$ cat src/rtl/muldiv_iter_unit.sv
// Iterative RV32M multiply/divide unit: radix-2 shift-add multiply and
// restoring divide on operand magnitudes, sign-corrected on completion.
// Fixed 34-cycle round trip (1 accept + 32 iterations + 1 finish), with
// per-hart flush and hart/rd tags echoed on the done pulse.
module muldiv_iter_unit #(
   parameter int XLEN   = 32,
   parameter int HART_W = 1,
   parameter int CNT_W  = 6
) (
   input  logic              clk,
   input  logic              rst_n,
   input  logic              start,
   input  logic [2:0]        op,
   input  logic [XLEN-1:0]   a,
   input  logic [XLEN-1:0]   b,
   input  logic [HART_W-1:0] hart_id,
   input  logic [4:0]        rd,
   input  logic              flush,
   input  logic [HART_W-1:0] flush_hart,
   output logic              busy,
   output logic              done,
   output logic [XLEN-1:0]   result,
   output logic [HART_W-1:0] done_hart_id,
   output logic [4:0]        done_rd
);

   typedef enum logic [1:0] {S_IDLE, S_CALC, S_FIN} state_t;

   state_t              r_state, w_next;
   logic [2:0]          r_op;
   logic [XLEN-1:0]     r_hi, r_lo, r_opb;
   logic                r_neg_q, r_neg_r, r_dz;
   logic [HART_W-1:0]   r_hart;
   logic [4:0]          r_rd;
   logic [CNT_W-1:0]    r_cnt;

   logic                w_sa, w_sb, w_accept, w_flush_hit, w_last;
   logic [XLEN-1:0]     w_mag_a, w_mag_b;
   logic [XLEN:0]       w_sum, w_shift;
   logic                w_ge;
   logic [XLEN-1:0]     w_trial, w_hi_n, w_lo_n;
   logic [2*XLEN-1:0]   w_prod, w_prod_c;
   logic [XLEN-1:0]     w_quo, w_rem, w_sel;

   // Operand decode: signedness per funct3 and magnitudes for the iteration.
   always_comb begin
      w_sa        = a[XLEN-1] & (op[2] ? ~op[0] : (op == 3'd1 || op == 3'd2));
      w_sb        = b[XLEN-1] & (op[2] ? ~op[0] : (op == 3'd1));
      w_mag_a     = w_sa ? -a : a;
      w_mag_b     = w_sb ? -b : b;
      // A same-hart flush cancels a start arriving in the same cycle.
      w_accept    = start & (r_state == S_IDLE) & ~(flush & (flush_hart == hart_id));
      w_flush_hit = flush & (flush_hart == r_hart) & (r_state != S_IDLE);
      w_last      = (r_cnt == CNT_W'(XLEN - 1));
   end

   // One radix-2 step: {r_hi,r_lo} is the product (mul) or remainder/quotient (div).
   always_comb begin
      w_sum   = {1'b0, r_hi} + {1'b0, (r_lo[0] ? r_opb : '0)};
      w_shift = {r_hi, r_lo[XLEN-1]};
      w_ge    = (w_shift >= {1'b0, r_opb});
      w_trial = w_shift[XLEN-1:0] - r_opb;
      if (r_op[2]) begin
         w_hi_n = w_ge ? w_trial : w_shift[XLEN-1:0];
         w_lo_n = {r_lo[XLEN-2:0], w_ge};
      end else begin
         w_hi_n = w_sum[XLEN:1];
         w_lo_n = {w_sum[0], r_lo[XLEN-1:1]};
      end
   end

   // Sign correction and result selection, gated to zero outside the done pulse.
   always_comb begin
      w_prod   = {r_hi, r_lo};
      w_prod_c = r_neg_q ? -w_prod : w_prod;
      w_quo    = r_dz ? '1 : (r_neg_q ? -r_lo : r_lo);
      w_rem    = r_neg_r ? -r_hi : r_hi;
      case (r_op)
         3'd0:       w_sel = w_prod_c[XLEN-1:0];
         3'd1, 3'd2,
         3'd3:       w_sel = w_prod_c[2*XLEN-1:XLEN];
         3'd4, 3'd5: w_sel = w_quo;
         default:    w_sel = w_rem;
      endcase
      result       = done ? w_sel  : '0;
      done_hart_id = done ? r_hart : '0;
      done_rd      = done ? r_rd   : '0;
   end

   // Next-state logic and status outputs.
   always_comb begin
      w_next = r_state;
      busy   = (r_state != S_IDLE);
      done   = (r_state == S_FIN) & ~w_flush_hit;
      case (r_state)
         S_IDLE:  if (w_accept) w_next = S_CALC;
         S_CALC:  if (w_flush_hit) w_next = S_IDLE;
                  else if (w_last) w_next = S_FIN;
         default: w_next = S_IDLE;
      endcase
   end

   // State register.
   always_ff @(posedge clk) begin
      if (!rst_n) r_state <= S_IDLE;
      else        r_state <= w_next;
   end

   // Datapath: latch operands and tags on accept, iterate while in CALC.
   always_ff @(posedge clk) begin
      if (!rst_n) begin
         r_op    <= '0;
         r_hi    <= '0;
         r_lo    <= '0;
         r_opb   <= '0;
         r_neg_q <= 1'b0;
         r_neg_r <= 1'b0;
         r_dz    <= 1'b0;
         r_hart  <= '0;
         r_rd    <= '0;
         r_cnt   <= '0;
      end else if (w_accept) begin
         r_op    <= op;
         r_hi    <= '0;
         r_lo    <= w_mag_a;
         r_opb   <= w_mag_b;
         r_neg_q <= w_sa ^ w_sb;
         r_neg_r <= w_sa;
         r_dz    <= op[2] & (b == '0);
         r_hart  <= hart_id;
         r_rd    <= rd;
         r_cnt   <= '0;
      end else if (r_state == S_CALC) begin
         r_hi    <= w_hi_n;
         r_lo    <= w_lo_n;
         r_cnt   <= r_cnt + CNT_W'(1);
      end
   end

endmodule

$ cat config.mk
export PLATFORM = sky130hd
export DESIGN_NAME = muldiv_iter_unit
export DESIGN_NICKNAME = d
export VERILOG_FILES = /design/src/rtl/muldiv_iter_unit.sv
export SDC_FILE = /design/constraint.sdc
export NUM_CORES = 1
export LEC_CHECK = 0
export CELL_PAD_IN_SITES_DETAIL_PLACEMENT = 0
export CELL_PAD_IN_SITES_GLOBAL_PLACEMENT = 2
export CORE_MARGIN = 10
export CORE_UTILIZATION = 30
export CTS_CLUSTER_DIAMETER = 40
export DETAILED_ROUTE_END_ITERATION = 16
export PLACE_DENSITY = 0.8
export SLEW_MARGIN = 5
export SYNTH_ARGS = -nofsm -noshare
export SYNTH_HDL_FRONTEND = slang
export SYNTH_SLANG_ARGS = --single-unit
$ cat constraint.sdc
create_clock -name clk -period 3.5 [get_ports clk]
set_clock_uncertainty 0.2 [all_clocks]
set_input_delay 0.525 -clock clk [delete_from_list [all_inputs] [get_ports clk]]
set_output_delay 0.525 -clock clk [all_outputs]
set_load 0.02 [all_outputs]
Word-level counts from Yosys, hierarchy flattened
Cells that the tools add are included.
{"block": "op_classes", "bitwise_logic": 14, "add_sub_neg": 8, "eq_ne": 14, "n_reduce_logical": 10, "muxes": 22, "shift": 0, "magnitude_cmp": 1, "div": 0, "mul": 0}
{"op": "two-way mux 32 bit", "n": 12}
{"op": "negator 32 bit", "n": 4}
{"op": "case mux 32 bit (3 select lines)", "n": 1}
{"op": "two-way mux 64 bit", "n": 1}
{"op": "negator 64 bit", "n": 1}
{"op": "adder 32 x 32 -> 33 bit", "n": 1}
{"op": "greater-or-equal comparator 33 x 32 -> 1 bit", "n": 1}
{"op": "logical NOT 32 bit", "n": 1}
{"op": "subtractor 32 bit", "n": 1}
{"op": "bitwise AND 1 bit", "n": 9}
{"op": "equality test 3 x 2 -> 1 bit, second input constant", "n": 3}
{"op": "adder 6 x 1 -> 6 bit, second input constant", "n": 1}
{"op": "equality test 3 x 1 -> 1 bit, second input constant", "n": 2}
{"op": "equality test 3 bit, second input constant", "n": 2}
{"op": "equality test 6 x 5 -> 1 bit, second input constant", "n": 1}
{"op": "two-way mux 2 bit", "n": 3}
{"op": "two-way mux 5 bit", "n": 1}
{"op": "inverter 1 bit", "n": 4}
{"op": "case mux 2 bit (2 select lines)", "n": 1}
{"op": "nonzero test 2 bit", "n": 2}
{"op": "OR reduction 2 bit", "n": 2}
{"op": "logical NOT 3 bit", "n": 1}
{"op": "two-way mux 1 bit", "n": 3}
{"op": "inequality test 3 bit, second input constant", "n": 1}
{"op": "other kinds (9)", "n": 10}
{"block": "word_totals", "word_cells": 80, "mem_count": 0, "mem_bits_ro": 0, "reg_bits": 116, "latchBits": 0, "ram_bits": 0, "out_inout_bits": 40}

Logic depth before layout (Yosys ltp)
{"block": "logic_depth", "word_depth": 6, "ltp_mapped": 15, "mapped_depth_nobuf": 12}

Least setup slack after synthesis
Ideal clock, no wire load.
{"block": "synth_path", "path_type": "register -> output", "startpoint": "register r_hi[0]", "endpoint": "output result[28]", "path_buffers": 1, "path_stages_with_launch": 13, "t_arrival_ns": 3.298, "path_slack_ns": -0.523, "required_ns": 2.775, "path_cell_list": "dfxtp_1 -> inv_1 -> ha_1 -> nor3b_1 -> nand4_1 -> or2_1 -> buf_6 -> or4b_4 -> or3_1 -> o21ai_2 -> xnor2_1 -> a221oi_1 -> a211oi_1"}
{"block": "synth_between", "elab_chain_cells": 4, "elab_cells_between_ends": 6}
{"item": "from (decl)", "line_no": "31", "text": "logic [XLEN-1:0] r_hi, r_lo, r_opb;"}
{"item": "from (signal assigned)", "line_no": "134", "text": "r_hi <= w_hi_n;"}
{"item": "negator 64 bit / negator 32 bit (equally long branches)", "line_no": "75, 77"}
{"item": "two-way mux 64 bit / two-way mux 32 bit (equally long branches)", "line_no": "75, 77"}
{"item": "case mux 32 bit (3 select lines) (*)", "line_no": "78", "text": "case (r_op)"}
{"item": "two-way mux 32 bit (*)", "line_no": "85", "text": "result = done ? w_sel : '0;"}
{"item": "to (decl)", "line_no": "22", "text": "output logic [XLEN-1:0] result,"}
Mark *: on every way between the ends. The rest lies on a longest branch, timed or not.

Worst setup path after layout
{"block": "layout_path", "startpoint": "register r_lo[24]", "endpoint": "output result[22]"}
{"block": "layout_between", "elab_chain_cells": 4}
{"item": "from (decl)", "line_no": "31"}
{"item": "from (signal assigned)", "line_no": "125", "text": "r_lo <= w_mag_a;"}
{"item": "from (signal assigned)", "line_no": "135", "text": "r_lo <= w_lo_n;"}
{"item": "negator 64 bit", "line_no": "75", "text": "w_prod_c = r_neg_q ? -w_prod : w_prod;"}
{"item": "two-way mux 64 bit", "line_no": "75"}
{"item": "case mux 32 bit (3 select lines)", "line_no": "78"}
{"item": "two-way mux 32 bit", "line_no": "85"}
No other way between the ends.

==> impl_results.md <==
* Crit path depth at 9
* Leading area contributor after synthesis: dfxtp_1
* Global placer's final weighted congestion at 0.920
* Mean post-synth cell area at 7.26 um^2
* Flops & latches, synth at 116
* Congestion Overflow GR at 0
* Clock Root Buffer: clkbuf_16
* Max cap viols at 0
* WL/cell at 20.7 um
* Area Growth Syn to Fin at 42.6%
* Nets at 2246
* Post-Syn Area at 0.0129 mm^2
* Syn Inst Count at 1773
* Setup CP Type: reg2out
* Period utilization at 116%
* VDD IR max at 259 uV
* Vias in the first global route at 14500
* Final WS setup at -547 ps
* Crit-path cells: or4_4 -> nor3_4 -> nand4_1 -> or3_4 -> or4_1 -> o21ai_1 -> o21ai_1 -> a221oi_2 -> buf_4
* Detailed Routing Iterations Pass 1 at 5
* Post-Synth XOR/XNOR Area at 13.1%
* Worst slew pin tran at 757 ps
* Vias/cell at 5.58
* Top-area cell type share of the netlist area at 18.0%
* Cell mode on critical path: o21ai_1
* Io pins at 118
* First-pass GRT wire length at 83500 um
* WP data required at 2770 ps
* Final setup TNS at -8350 ps
* Initial Utilization at 30.5%
* CTS Hold Bufs at 0
* WHS Endpoint: r_rd[2]
* Pins Over Slew Limit at 0
* Crit path max-delay family: simple AND/OR/NAND/NOR gates
* Max incr delay on CP at 560 ps
* Layout cells sized above 1 at 28.8%
* Kind of start point of the critical path: flop
* Leak at 7.70 nW
* Total CTS buffers at 17
* Initial DRC Count at 1143
* R2R Setup Slk at -50 ps
* Drt total wl at 54700 um
* Register area share after synthesis at 18.0%
* Failing checks: setup timing
* Status: complete, but fails checks
* CP arrival at 3320 ps
* Clock latency on the worst-skew pair at 440 ps
* Worst reg-to-reg path cell count at 16
* Clk slew on worst S/H paths at 60 ps
* Placed Area at 0.0165 mm^2
* Synth Area in Simple Gates at 21.7%
* Worst hold path class: reg2reg
* Largest family of logic cells by synthesized area: compound AO/OA/AOI/OAI gates
* Detailed placement HPWL at 43000 um
* Top cells by area, synth: dfxtp_1 (18%), xnor2_1 (7.8%), ha_1 (6.7%)
* Syn nets at 1922
* TritonCTS clock tree: done
* Final setup violating endpoints at 32
* Fin. Hold Viols at 0
* Post-synth EDFFs at 0
* Worst hold path depth at 2
* Largest net degree at the start of global routing at 61
* Tot Pwr at 6.24 mW
* RR Startpoint: r_lo[0]
* CP endpoint kind: primary output
* Die width at 227 um
* # diodes at 0
* GRT Total Usage at 20.7%
* Fraction of registers with async set/reset at 0%
* Clk sinks at 116
* # port buffers at 117
* Antenna violations before repair at 0
* H-tree depth at 4
* Rel. slew slack at 49.0%
* Mux contribution to synthesized area at 4.18%
* Count leader, synth: nand2_1
* Top cells by count, synth: nand2_1 (192), nor2_1 (132), a21oi_1 (131)
* Worst hold slack at 264 ps
* Synth Area in Adders at 7.02%
* Drc violations at 0
* Clock Tree Buf Depth at 2
* Synth cell types at 78
* R2R Path End: r_hi[29]
* Die area at 0.0516 mm^2
* Fin crit period at 4050 ps
* Commonest register cell after synthesis: dfxtp_1
* Hold path start: r_rd[2]
* Crit path buffers/inverters at 1
* Synth Warn # at 0
* Final Core Density at 43.5%
* Worst-path fanout max at 4
* Fmax at 247 MHz
* Unrepaired setup endpoints after global routing: yes
* Routed vias at 14800
* Final Instance Area at 0.0184 mm^2
* Chip height at 227 um
* Row count at 75
* Synth Area in Compound Gates at 30.3%
* Power Density at 340 mW/mm^2
* Core box area at 0.0422 mm^2
* CP max stage cell: or4_4
* Antenna viol nets, final at 0
state kept, by name, summed over array words and instances, names as in the netlist:
name / count
r_op: 3
r_state: 2
r_opb: 32
r_hart: 1
r_neg_q: 1
r_neg_r: 1
r_dz: 1
r_rd: 5
r_lo: 32
r_hi: 32
r_cnt: 6
cell type report:
cell class | count | area (um^2)
well taps | 539 | 674
fillers | 4301 | 23900
clock buffers | 20 | 457
inverters | 64 | 244
multi-input cells | 1470 | 10900
repair buffers | 428 | 3660
flip-flops and latches | 116 | 2330
clock inverters | 11 | 81.3
how the worst max path moves through the flow:
| stage | startpoint | to | slack [ps] |
|---|---|---|---|
| 2_1_floorplan | r_hi[1] | result[28] | -140 |
| 3_3_place_gp | r_lo[11] | result[22] | -610 |
| 3_5_place_dp | r_lo[21] | result[22] | -640 |
| 4_1_cts | r_lo[24] | result[22] | -510 |
| 5_1_grt | r_lo[15] | result[22] | -650 |
| 6_report | r_lo[24] | result[22] | -550 |
stage by stage:
step,setup WS [ps],cells
after floorplan,-144,1773
after global placement,-615,2581
after detailed placement,-640,2581
after CTS,-512,2629
after global routing,-645,2648
final,-547,2648
cells by family after synthesis:
family          count (synthesis)
compound gates                578
xor+xnor                      193
fa+ha+maj                      71
buf+inv                       187
flops                         116
mux                            51
simple gates                  577
worst reg2reg max path, stage by stage (launching register included):
cell and delay, ps:
dfxtp_4 360, buf_6 110, buf_6 110, and2_4 160, ha_4 150, fa_2 370
a211oi_4 290, nor3_2 70, o31a_1 290, buf_6 140, o21a_4 210, a311oi_2 280
buf_4 160, nor3_2 40, or3_1 310, nand3_1 90, o211ai_1 80
layout by cell type, fill, tap and decap left out, drive strengths merged, types with 29 or more instances in the layout:
cell type      Yosys  routed
a211oi            43      43
a21oi            131     131
a221oi            30      30
buf               20     342
clkdlybuf4s50      0      84
dfxtp            116     116
ha                69      69
inv               63      63
mux2i             29      29
nand2            192     192
nand3             49      49
nor2             132     132
nor3              41      41
o211a             37      37
o21ai            135     135
xnor2            114     114
xor2              79      79
timing repair:
item	in CTS	in global routing
endpoints found under the setup margin	60	60
setup buffers	15	24
resized for setup	287	139
pin swaps	63	63
cloned	2	0
layer usage:
metal | vias up | part of all wire (%) | GRT usage (%) | routed length [um]
met4 | 0 | 2.6 | 6.36 | 1440
met3 | 80 | 5.4 | 3.35 | 2950
met1 | 7081 | 47 | 28.0 | 25700
li1 | 7159 | - | - | -
met5 | - | 0 | 0 | 0
met2 | 447 | 45 | 33.1 | 24600
power breakdown:
group | switching, mW | internal, mW
registers | 0.0917 | 1.43
clock network | 0.666 | 0.936
logic | 1.71 | 1.40
total | 2.47 | 3.77
Note: power is estimated with default switching activity, not from simulation.
